<file path="src/rtl/wb_stream_initiator_pkg.sv">
// rtl/wb_stream_initiator_pkg.sv - shared encodings for the byte-stream Wishbone initiator
package wb_stream_initiator_pkg;

    typedef enum logic [2:0] {
        ST_CMD    = 3'd0,
        ST_ADDR   = 3'd1,
        ST_DATA   = 3'd2,
        ST_BUS    = 3'd3,
        ST_STATUS = 3'd4,
        ST_RDATA  = 3'd5
    } state_e;

    localparam logic [7:0] STS_ACK     = 8'h00;
    localparam logic [7:0] STS_ERR     = 8'h01;
    localparam logic [7:0] STS_RTY     = 8'h02;
    localparam logic [7:0] STS_TIMEOUT = 8'h03;
    localparam logic [7:0] STS_BADCMD  = 8'h04;

    localparam int CMD_WE_BIT   = 7;
    localparam int CMD_RSV_MSB  = 6;
    localparam int CMD_RSV_LSB  = 4;
    localparam int CMD_SEL_MSB  = 3;
    localparam int CMD_SEL_LSB  = 0;

    function automatic logic cmd_is_bad(input logic [7:0] cmd);
        return |cmd[CMD_RSV_MSB:CMD_RSV_LSB];
    endfunction

endpackage

</file>
<file path="src/rtl/wb_stream_initiator.sv">
// rtl/wb_stream_initiator.sv - byte-stream command frames to single-beat Wishbone classic cycles
module wb_stream_initiator
    import wb_stream_initiator_pkg::*;
#(
    parameter int unsigned TIMEOUT_CYCLES = 255
) (
    input  logic        clk_i,
    input  logic        rst_ni,
    input  logic [7:0]  rx_data_i,
    input  logic        rx_valid_i,
    output logic        rx_ready_o,
    output logic [7:0]  tx_data_o,
    output logic        tx_valid_o,
    input  logic        tx_ready_i,
    output logic [31:0] adr_o,
    output logic [31:0] dat_o,
    input  logic [31:0] dat_i,
    output logic [3:0]  sel_o,
    output logic        we_o,
    output logic        stb_o,
    output logic        cyc_o,
    input  logic        ack_i,
    input  logic        err_i,
    input  logic        rty_i,
    output logic        busy_o
);

    localparam logic [15:0] TMO_LAST = 16'(TIMEOUT_CYCLES - 1);

    state_e      state_q, state_d;
    logic [1:0]  cnt_q, cnt_d;
    logic        we_q, we_d;
    logic [3:0]  sel_q, sel_d;
    logic [31:0] adr_q, adr_d;
    logic [31:0] dat_q, dat_d;
    logic [31:0] rdata_q, rdata_d;
    logic [7:0]  status_q, status_d;
    logic [15:0] tmo_q, tmo_d;
    logic        cyc_q, cyc_d;

    always_ff @(posedge clk_i or negedge rst_ni) begin
        if (!rst_ni) begin
            state_q  <= ST_CMD;
            cnt_q    <= '0;
            we_q     <= 1'b0;
            sel_q    <= '0;
            adr_q    <= '0;
            dat_q    <= '0;
            rdata_q  <= '0;
            status_q <= '0;
            tmo_q    <= '0;
            cyc_q    <= 1'b0;
        end else begin
            state_q  <= state_d;
            cnt_q    <= cnt_d;
            we_q     <= we_d;
            sel_q    <= sel_d;
            adr_q    <= adr_d;
            dat_q    <= dat_d;
            rdata_q  <= rdata_d;
            status_q <= status_d;
            tmo_q    <= tmo_d;
            cyc_q    <= cyc_d;
        end
    end

    always_comb begin
        state_d  = state_q;
        cnt_d    = cnt_q;
        we_d     = we_q;
        sel_d    = sel_q;
        adr_d    = adr_q;
        dat_d    = dat_q;
        rdata_d  = rdata_q;
        status_d = status_q;
        tmo_d    = tmo_q;
        cyc_d    = cyc_q;
        case (state_q)
            ST_CMD: begin
                if (rx_valid_i) begin
                    if (cmd_is_bad(rx_data_i)) begin
                        status_d = STS_BADCMD;
                        state_d  = ST_STATUS;
                    end else begin
                        we_d    = rx_data_i[CMD_WE_BIT];
                        sel_d   = rx_data_i[CMD_SEL_MSB:CMD_SEL_LSB];
                        cnt_d   = '0;
                        state_d = ST_ADDR;
                    end
                end
            end
            ST_ADDR: begin
                if (rx_valid_i) begin
                    adr_d[{cnt_q, 3'b000} +: 8] = rx_data_i;
                    cnt_d = cnt_q + 2'd1;
                    if (cnt_q == 2'd3) begin
                        if (we_q) begin
                            state_d = ST_DATA;
                        end else begin
                            state_d = ST_BUS;
                            cyc_d   = 1'b1;
                            tmo_d   = '0;
                        end
                    end
                end
            end
            ST_DATA: begin
                if (rx_valid_i) begin
                    dat_d[{cnt_q, 3'b000} +: 8] = rx_data_i;
                    cnt_d = cnt_q + 2'd1;
                    if (cnt_q == 2'd3) begin
                        state_d = ST_BUS;
                        cyc_d   = 1'b1;
                        tmo_d   = '0;
                    end
                end
            end
            ST_BUS: begin
                tmo_d = tmo_q + 16'd1;
                cnt_d = '0;
                // A termination in the expiry cycle still beats the timeout.
                if (err_i || rty_i || ack_i) begin
                    cyc_d   = 1'b0;
                    state_d = ST_STATUS;
                    if (err_i) begin
                        status_d = STS_ERR;
                    end else if (rty_i) begin
                        status_d = STS_RTY;
                    end else begin
                        status_d = STS_ACK;
                        if (!we_q) rdata_d = dat_i;
                    end
                end else if (tmo_q == TMO_LAST) begin
                    cyc_d    = 1'b0;
                    status_d = STS_TIMEOUT;
                    state_d  = ST_STATUS;
                end
            end
            ST_STATUS: begin
                if (tx_ready_i) begin
                    cnt_d   = '0;
                    state_d = (status_q == STS_ACK && !we_q) ? ST_RDATA : ST_CMD;
                end
            end
            ST_RDATA: begin
                if (tx_ready_i) begin
                    cnt_d = cnt_q + 2'd1;
                    if (cnt_q == 2'd3) state_d = ST_CMD;
                end
            end
            default: begin
                state_d = ST_CMD;
                cyc_d   = 1'b0;
            end
        endcase
    end

    always_comb begin
        tx_data_o = 8'h00;
        if (state_q == ST_STATUS) begin
            tx_data_o = status_q;
        end else if (state_q == ST_RDATA) begin
            tx_data_o = rdata_q[{cnt_q, 3'b000} +: 8];
        end
    end

    assign rx_ready_o = (state_q == ST_CMD) || (state_q == ST_ADDR) || (state_q == ST_DATA);
    assign tx_valid_o = (state_q == ST_STATUS) || (state_q == ST_RDATA);
    assign busy_o     = (state_q != ST_CMD);
    assign cyc_o      = cyc_q;
    assign stb_o      = cyc_q;
    assign adr_o      = adr_q;
    assign dat_o      = dat_q;
    assign sel_o      = sel_q;
    assign we_o       = we_q;

endmodule

</file>
<file path="config.mk">
export PLATFORM = sky130hd
export DESIGN_NAME = wb_stream_initiator
export DESIGN_NICKNAME = d
export VERILOG_FILES = /design/src/rtl/wb_stream_initiator_pkg.sv /design/src/rtl/wb_stream_initiator.sv
export SDC_FILE = /design/constraint.sdc
export NUM_CORES = 1
export LEC_CHECK = 0
export ABC_AREA = 1
export BUFFER_PORTS_ARGS = -buffer_cell sky130_fd_sc_hd__buf_2
export CAP_MARGIN = 5
export CORE_MARGIN = 10
export CORE_UTILIZATION = 61
export CTS_BUF_LIST = sky130_fd_sc_hd__clkbuf_4 sky130_fd_sc_hd__clkbuf_8
export DETAILED_ROUTE_END_ITERATION = 8
export PLACE_DENSITY = 0.84
export SLEW_MARGIN = 25
export SYNTH_ARGS = -nofsm -noshare
export SYNTH_HDL_FRONTEND = slang
export SYNTH_SLANG_ARGS = --single-unit
</file>
<file path="constraint.sdc">
create_clock -name clk_i -period 4.1 [get_ports clk_i]
set_input_delay 0.205 -clock clk_i [delete_from_list [all_inputs] [get_ports clk_i]]
set_output_delay 0.205 -clock clk_i [all_outputs]
set_load 0.05 [all_outputs]
</file>
# Word level (Yosys, flattened, before mapping)

Index checks and enable logic that the tools add are counted.

Logic and storage cells: 111
Register bits after elaboration: 131
Output and inout port bits: 82

Add/subtract/negate cells: 3
Multiplexer cells: 45
Eq/ne operators: 20
Shifts and indexed selects: 3
Bitwise logic cells: 5
Reduce and logical (&&, ||, !) cells: 25

Operators with widths:

| kind                                                 | number |
|---|---|
| 2-to-1 mux 16 bit                                    | 5 |
| bitwise mux 32 bit                                   | 2 |
| 2-to-1 mux 8 bit                                     | 6 |
| case mux 16 bit (3 select lines)                     | 1 |
| 2-to-1 mux 3 bit                                     | 12 |
| variable shift 8 x 7 -> 32 bit, first input constant | 1 |
| variable part select 32 x 6 -> 8 bit                 | 1 |
| variable part select 8 x 7 -> 32 bit                 | 1 |
| != test 2 bit, second input constant                 | 11 |
| case mux 3 bit (6 select lines)                      | 1 |
| adder 16 x 1 -> 16 bit, second input constant        | 1 |
| equality test 16 x 8 -> 1 bit, second input constant | 1 |
| case mux 8 bit (2 select lines)                      | 1 |
| 2-to-1 mux 2 bit                                     | 7 |
| AND reduction 6 bit                                  | 2 |
| case mux 2 bit (5 select lines)                      | 1 |
| AND reduction 9 bit                                  | 1 |
| logical NOT 8 bit                                    | 1 |
| 2-to-1 mux 1 bit                                     | 8 |
| negator 5 -> 7 bit                                   | 1 |
| AND reduction 7 bit                                  | 1 |
| equality test 3 x 2 -> 1 bit, second input constant  | 2 |
| equality test 3 bit, second input constant           | 2 |
| nonzero test 3 bit                                   | 2 |
| other kinds (19)                                     | 29 |

# Longest topological paths before layout

Depth in word-level cells: 5
Mapped depth: 11
Depth with buffers taken out: 11

# Worst setup path after synthesis

OpenSTA, ideal clock, no wires.

Path kind: register -> output
From: register cnt_q[0]
To: output port tx_data_o[4]
Path slack: 2.033 ns
Buffers on the path: 3
Arrival time: 1.862 ns
Stages on the path, launching flop included: 7
Cell sequence: dfrtp_1 buf_2 inv_1 buf_2 buf_2 o21ai_0 a21oi_1

Cells in the longest elaborated chain, start to end: 3

Ends and longest elaborated chain:

| item                                 | line                       | RTL |
|---|---|---|
| start: declaration                   | wb_stream_initiator.sv:31  | `logic [1:0] cnt_q, cnt_d;` |
| start signal: assignment             | wb_stream_initiator.sv:55  | `cnt_q <= cnt_d;` |
| variable part select 32 x 6 -> 8 bit | wb_stream_initiator.sv:163 | `tx_data_o = rdata_q[{cnt_q, 3'b000} +: 8];` |
| 2-to-1 mux 8 bit                     | wb_stream_initiator.sv:162 | `end else if (state_q == ST_RDATA) begin` |
| 2-to-1 mux 8 bit                     | wb_stream_initiator.sv:160 | `if (state_q == ST_STATUS) begin` |
| end: declaration                     | wb_stream_initiator.sv:12  | `output logic [7:0] tx_data_o,` |

No other way between the ends.

# Worst setup path in the final report

From: register cnt_q[1]
To: register adr_q[5] (netlist: adr_o[5])

Cells in the longest elaborated chain, start to end: 3

Ends and longest elaborated chain:

| item                                                                                          | line                      | RTL |
|---|---|---|
| negator 5 -> 7 bit (*)                                                                        | wb_stream_initiator.sv:94 | `adr_d[{cnt_q, 3'b000} +: 8] = rx_data_i;` |
| variable part select 8 x 7 -> 32 bit / variable shift 8 x 7 -> 32 bit (equally long branches) | wb_stream_initiator.sv:94 |  |
| bitwise mux 32 bit (*)                                                                        | wb_stream_initiator.sv:94 |  |
| end signal: assignment                                                                        | wb_stream_initiator.sv:58 | `adr_q <= adr_d;` |
| end: declaration                                                                              | wb_stream_initiator.sv:34 | `logic [31:0] adr_q, adr_d;` |

Every way passes the cells marked *; elsewhere a longest branch is shown, timed or not.
A chain may end at the register's enable or synchronous reset.

==> load_flow_metrics.sql <==
INSERT INTO impl_metrics (metric_group, metric, value, unit) VALUES
('sta', 'setup_viol', '0', ''),
('layout', 'synthToLayoutAreaGrowth', '20.1', '%'),
('place', 'placement.io_buffers', '128', ''),
('layout', 'drive_above_1_share', '20.1', '%'),
('floorplan', 'fp.dieArea', '14700', 'µm²'),
('sta', 'max_freq', '0.378', 'GHz'),
('floorplan', 'floorplan.initialDensity', '63.3', '%'),
('run_status', 'outcome', 'finished clean', ''),
('cts', 'cts.repair_timing.setup_buffer_count', '0', ''),
('power', 'power_density', '548', 'nW/µm²'),
('power', 'power.total', '4110', 'µW'),
('global_route', 'pin_count_of_the_biggest_net_entering_global_routing', '65', ''),
('sta', 'finalHoldViolCount', '0', ''),
('global_route', 'first_global_vias', '5761', ''),
('synth', 'yosysWarnings', '0', ''),
('synth', 'yosysMostFrequentCell', 'sky130_fd_sc_hd__nand2_1', ''),
('routing', 'routed.top_layer', 'met4', ''),
('sta', 'hold-worst-slack', '12.5', 'ps'),
('routing', 'via_count', '5970', ''),
('power', 'leakagePower', '0.00416', 'µW'),
('routing', 'met1Wirelength', '7260', 'µm'),
('layout', 'finish.net_count', '1003', ''),
('floorplan', 'die_height', '121', 'µm'),
('power', 'p_int', '2300', 'µW'),
('routing', 'aggregate_routed_wire_length', '17500', 'µm'),
('synth', 'synthesis.area', '6250', 'µm²'),
('sta', 'remaining_max_slew_budget_at_the_tightest_pin', '48.3', '%'),
('cts', 'clk_pin_slew', '80', 'ps'),
('layout', 'seq_area', '3150', 'µm²'),
('sta', 'worst_slew_pin_slew', '775', 'ps'),
('routing', 'routed-wl-met2', '8200', 'µm'),
('synth', 'synth_edf_count', '0', ''),
('cts', 'clkSinkCount', '126', ''),
('synth', 'ys_ff_latch', '126', ''),
('place', 'placed_cell_area', '6930', 'µm²'),
('power', 'vdd_drop_max', '0.368', 'mV'),
('cts', 'cts_tree', 'done', ''),
('cts', 'clk-insertion-delay-late', '450', 'ps'),
('setup_path', 'cp-end-kind', 'flop', ''),
('synth', 'async_reset_ff_share', '100', '%'),
('cts', 'cts_resized', '0', ''),
('power', 'power.share.sequential', '38.1', '%'),
('flow_run', 'max_capacitance_violation_total', '0', ''),
('cts', 'cts_made_buffers', '17', ''),
('place', 'finalWeightedCongestion', '0.907', ''),
('synth', 'syn_avg_cell_area', '7.70', 'µm²'),
('floorplan', 'chipWidth', '121', 'µm'),
('routing', 'detailedRoute.firstIterationViolations', '591', ''),
('synth', 'yosysTopAreaCellShare', '50.5', '%'),
('synth', 'synth.lib_cells_used.distinct', '32', ''),
('layout', 'final_area', '7500', 'µm²'),
('setup_path', 'critical_path.startpoint_type', 'flop', ''),
('power', 'sw_frac_of_total', '44.0', '%'),
('place', 'count_of_placed_standard_cells_including_taps', '1045', ''),
('cts', 'cts_htree_levels', '4', ''),
('power', 'clock_power_share', '26.6', '%'),
('global_route', 'grt_antenna_before_repair', '0', ''),
('sta', 'skew', '8.47', 'ps'),
('sta', 'grt_setup_unrepaired', 'false', ''),
('synth', 'seq_area_frac_synth', '50.5', '%'),
('synth', 'synth-main-ff-cell', 'sky130_fd_sc_hd__dfrtp_1', ''),
('setup_path', 'critical_setup_path_class', 'reg -> reg', ''),
('layout', 'multi_input_logic_area', '2650', 'µm²'),
('synth', 'synth_fp_nets', '866', ''),
('synth', 'synth_common_cells', 'sky130_fd_sc_hd__nand2_1, sky130_fd_sc_hd__dfrtp_1, sky130_fd_sc_hd__o21ai_0', ''),
('global_route', 'grtUsageTotal', '23.7', '%'),
('hold_path', 'hold_path_class', 'in -> reg', ''),
('sta', 'maxSlewViolCount', '0', ''),
('global_route', 'grt_overflow', '0', ''),
('layout', 'finish.cell_count_without_fillers', '1094', ''),
('routing', 'dr.pass1.iters', '6', '');
[layout by cell type, fill, tap and decap left out, drive strengths merged]
cell	n
nand2	264
buf	132
dfrtp	126
o21ai	121
nor2	85
inv	76
nand3	53
clkbuf	19
dlygate4sd3	17
nor3	14
a21oi	12
nand4	11
ha	8
clkinv	6
clkinvlp	5
xnor2	3
o21bai	2
xor2	2
bufinv	2
or2	1
a21boi	1
nand3b	1
[critical path, cell delays in order, from the launching register on]
cell and delay [ps]:
sky130_fd_sc_hd__dfrtp_1 610, sky130_fd_sc_hd__clkinv_1 410, sky130_fd_sc_hd__ha_1 640, sky130_fd_sc_hd__clkinv_1 300
sky130_fd_sc_hd__nand3_1 300, sky130_fd_sc_hd__nor2_1 110, sky130_fd_sc_hd__nand2_1 90, sky130_fd_sc_hd__nand2_1 70
[final cells by class]
| cell class | instances | area share (%) |
|---|---|---|
| sequential | 126 | 42.0 |
| multi-input combinational | 578 | 35.3 |
| timing repair buffer | 149 | 11.2 |
| inverter | 76 | 3.84 |
| clock buffer | 19 | 3.49 |
| tap | 133 | 2.22 |
| clock inverter | 13 | 1.85 |
[power by group through the flow]
stage          clock, µW  combinational, µW  sequential [µW]
5_1_grt             1160               1580             1580
4_1_cts             1100               1440             1560
3_3_place_gp           0               1390             1570
6_report            1090               1450             1570
3_5_place_dp           0               1420             1580
2_1_floorplan          0                802             1830
[final timing paths]
path | from | to | slack, ps | cells after the start
min | dat_i[2] | rdata_q[2]$_DFFE_PN0P_ | 10 | 3
min in group asynchronous | rst_ni | dat_o[19]$_DFFE_PN0P_ | 360 | 2
max in group asynchronous | rst_ni | tmo_q[11]$_DFFE_PN0P_ | 2750 | 3
min reg2reg | dat_o[28]$_DFFE_PN0P_ | dat_o[28]$_DFFE_PN0P_ | 480 | 2
max | cnt_q[1]$_DFFE_PN0P_ | adr_o[5]$_DFFE_PN0P_ | 1460 | 7
max reg2reg | cnt_q[1]$_DFFE_PN0P_ | adr_o[5]$_DFFE_PN0P_ | 1460 | 7
[repair_timing]
action,CTS,global route
endpoints found under the hold margin,73,0
setup endpoints to repair,0,0
hold buffers,17,0
[kinds of logic after synthesis]
| family | Yosys count | synth area share, % |
|---|---|---|
| adder cells (fa/ha/maj) | 8 | 1.60 |
| AO/OA/AOI/OAI | 136 | 11.1 |
| flip-flops | 126 | 50.5 |
| XOR/XNOR | 5 | 0.701 |
| buffers and inverters | 107 | 7.13 |
| AND/OR/NAND/NOR | 429 | 29.0 |
[registers in the layout (all words and copies together), names as in the netlist]
name and cells:
adr_o 32, dat_o 32, rdata_q 32, tmo_q 16, sel_o 4, state_q 3, status_q 3, cnt_q 2
cyc_o 1, we_o 1
[per-layer routing]
| layer | GRT usage, % | vias up |
|---|---|---|
| met1 | 29.2 | 2775 |
| met5 | 0 | - |
| met4 | 10.1 | 0 |
| met2 | 37.6 | 280 |
| li1 | - | 2867 |
| met3 | 7.49 | 48 |
[per-stage QoR]
step	worst slack (ps)	util, %
floorplan	2030	-
global placement	1670	70.2
detailed placement	1520	70.2
CTS	1490	76.0
global route	1180	76.0
finish	1460	76.0
Power figures use the tool's default switching activity.
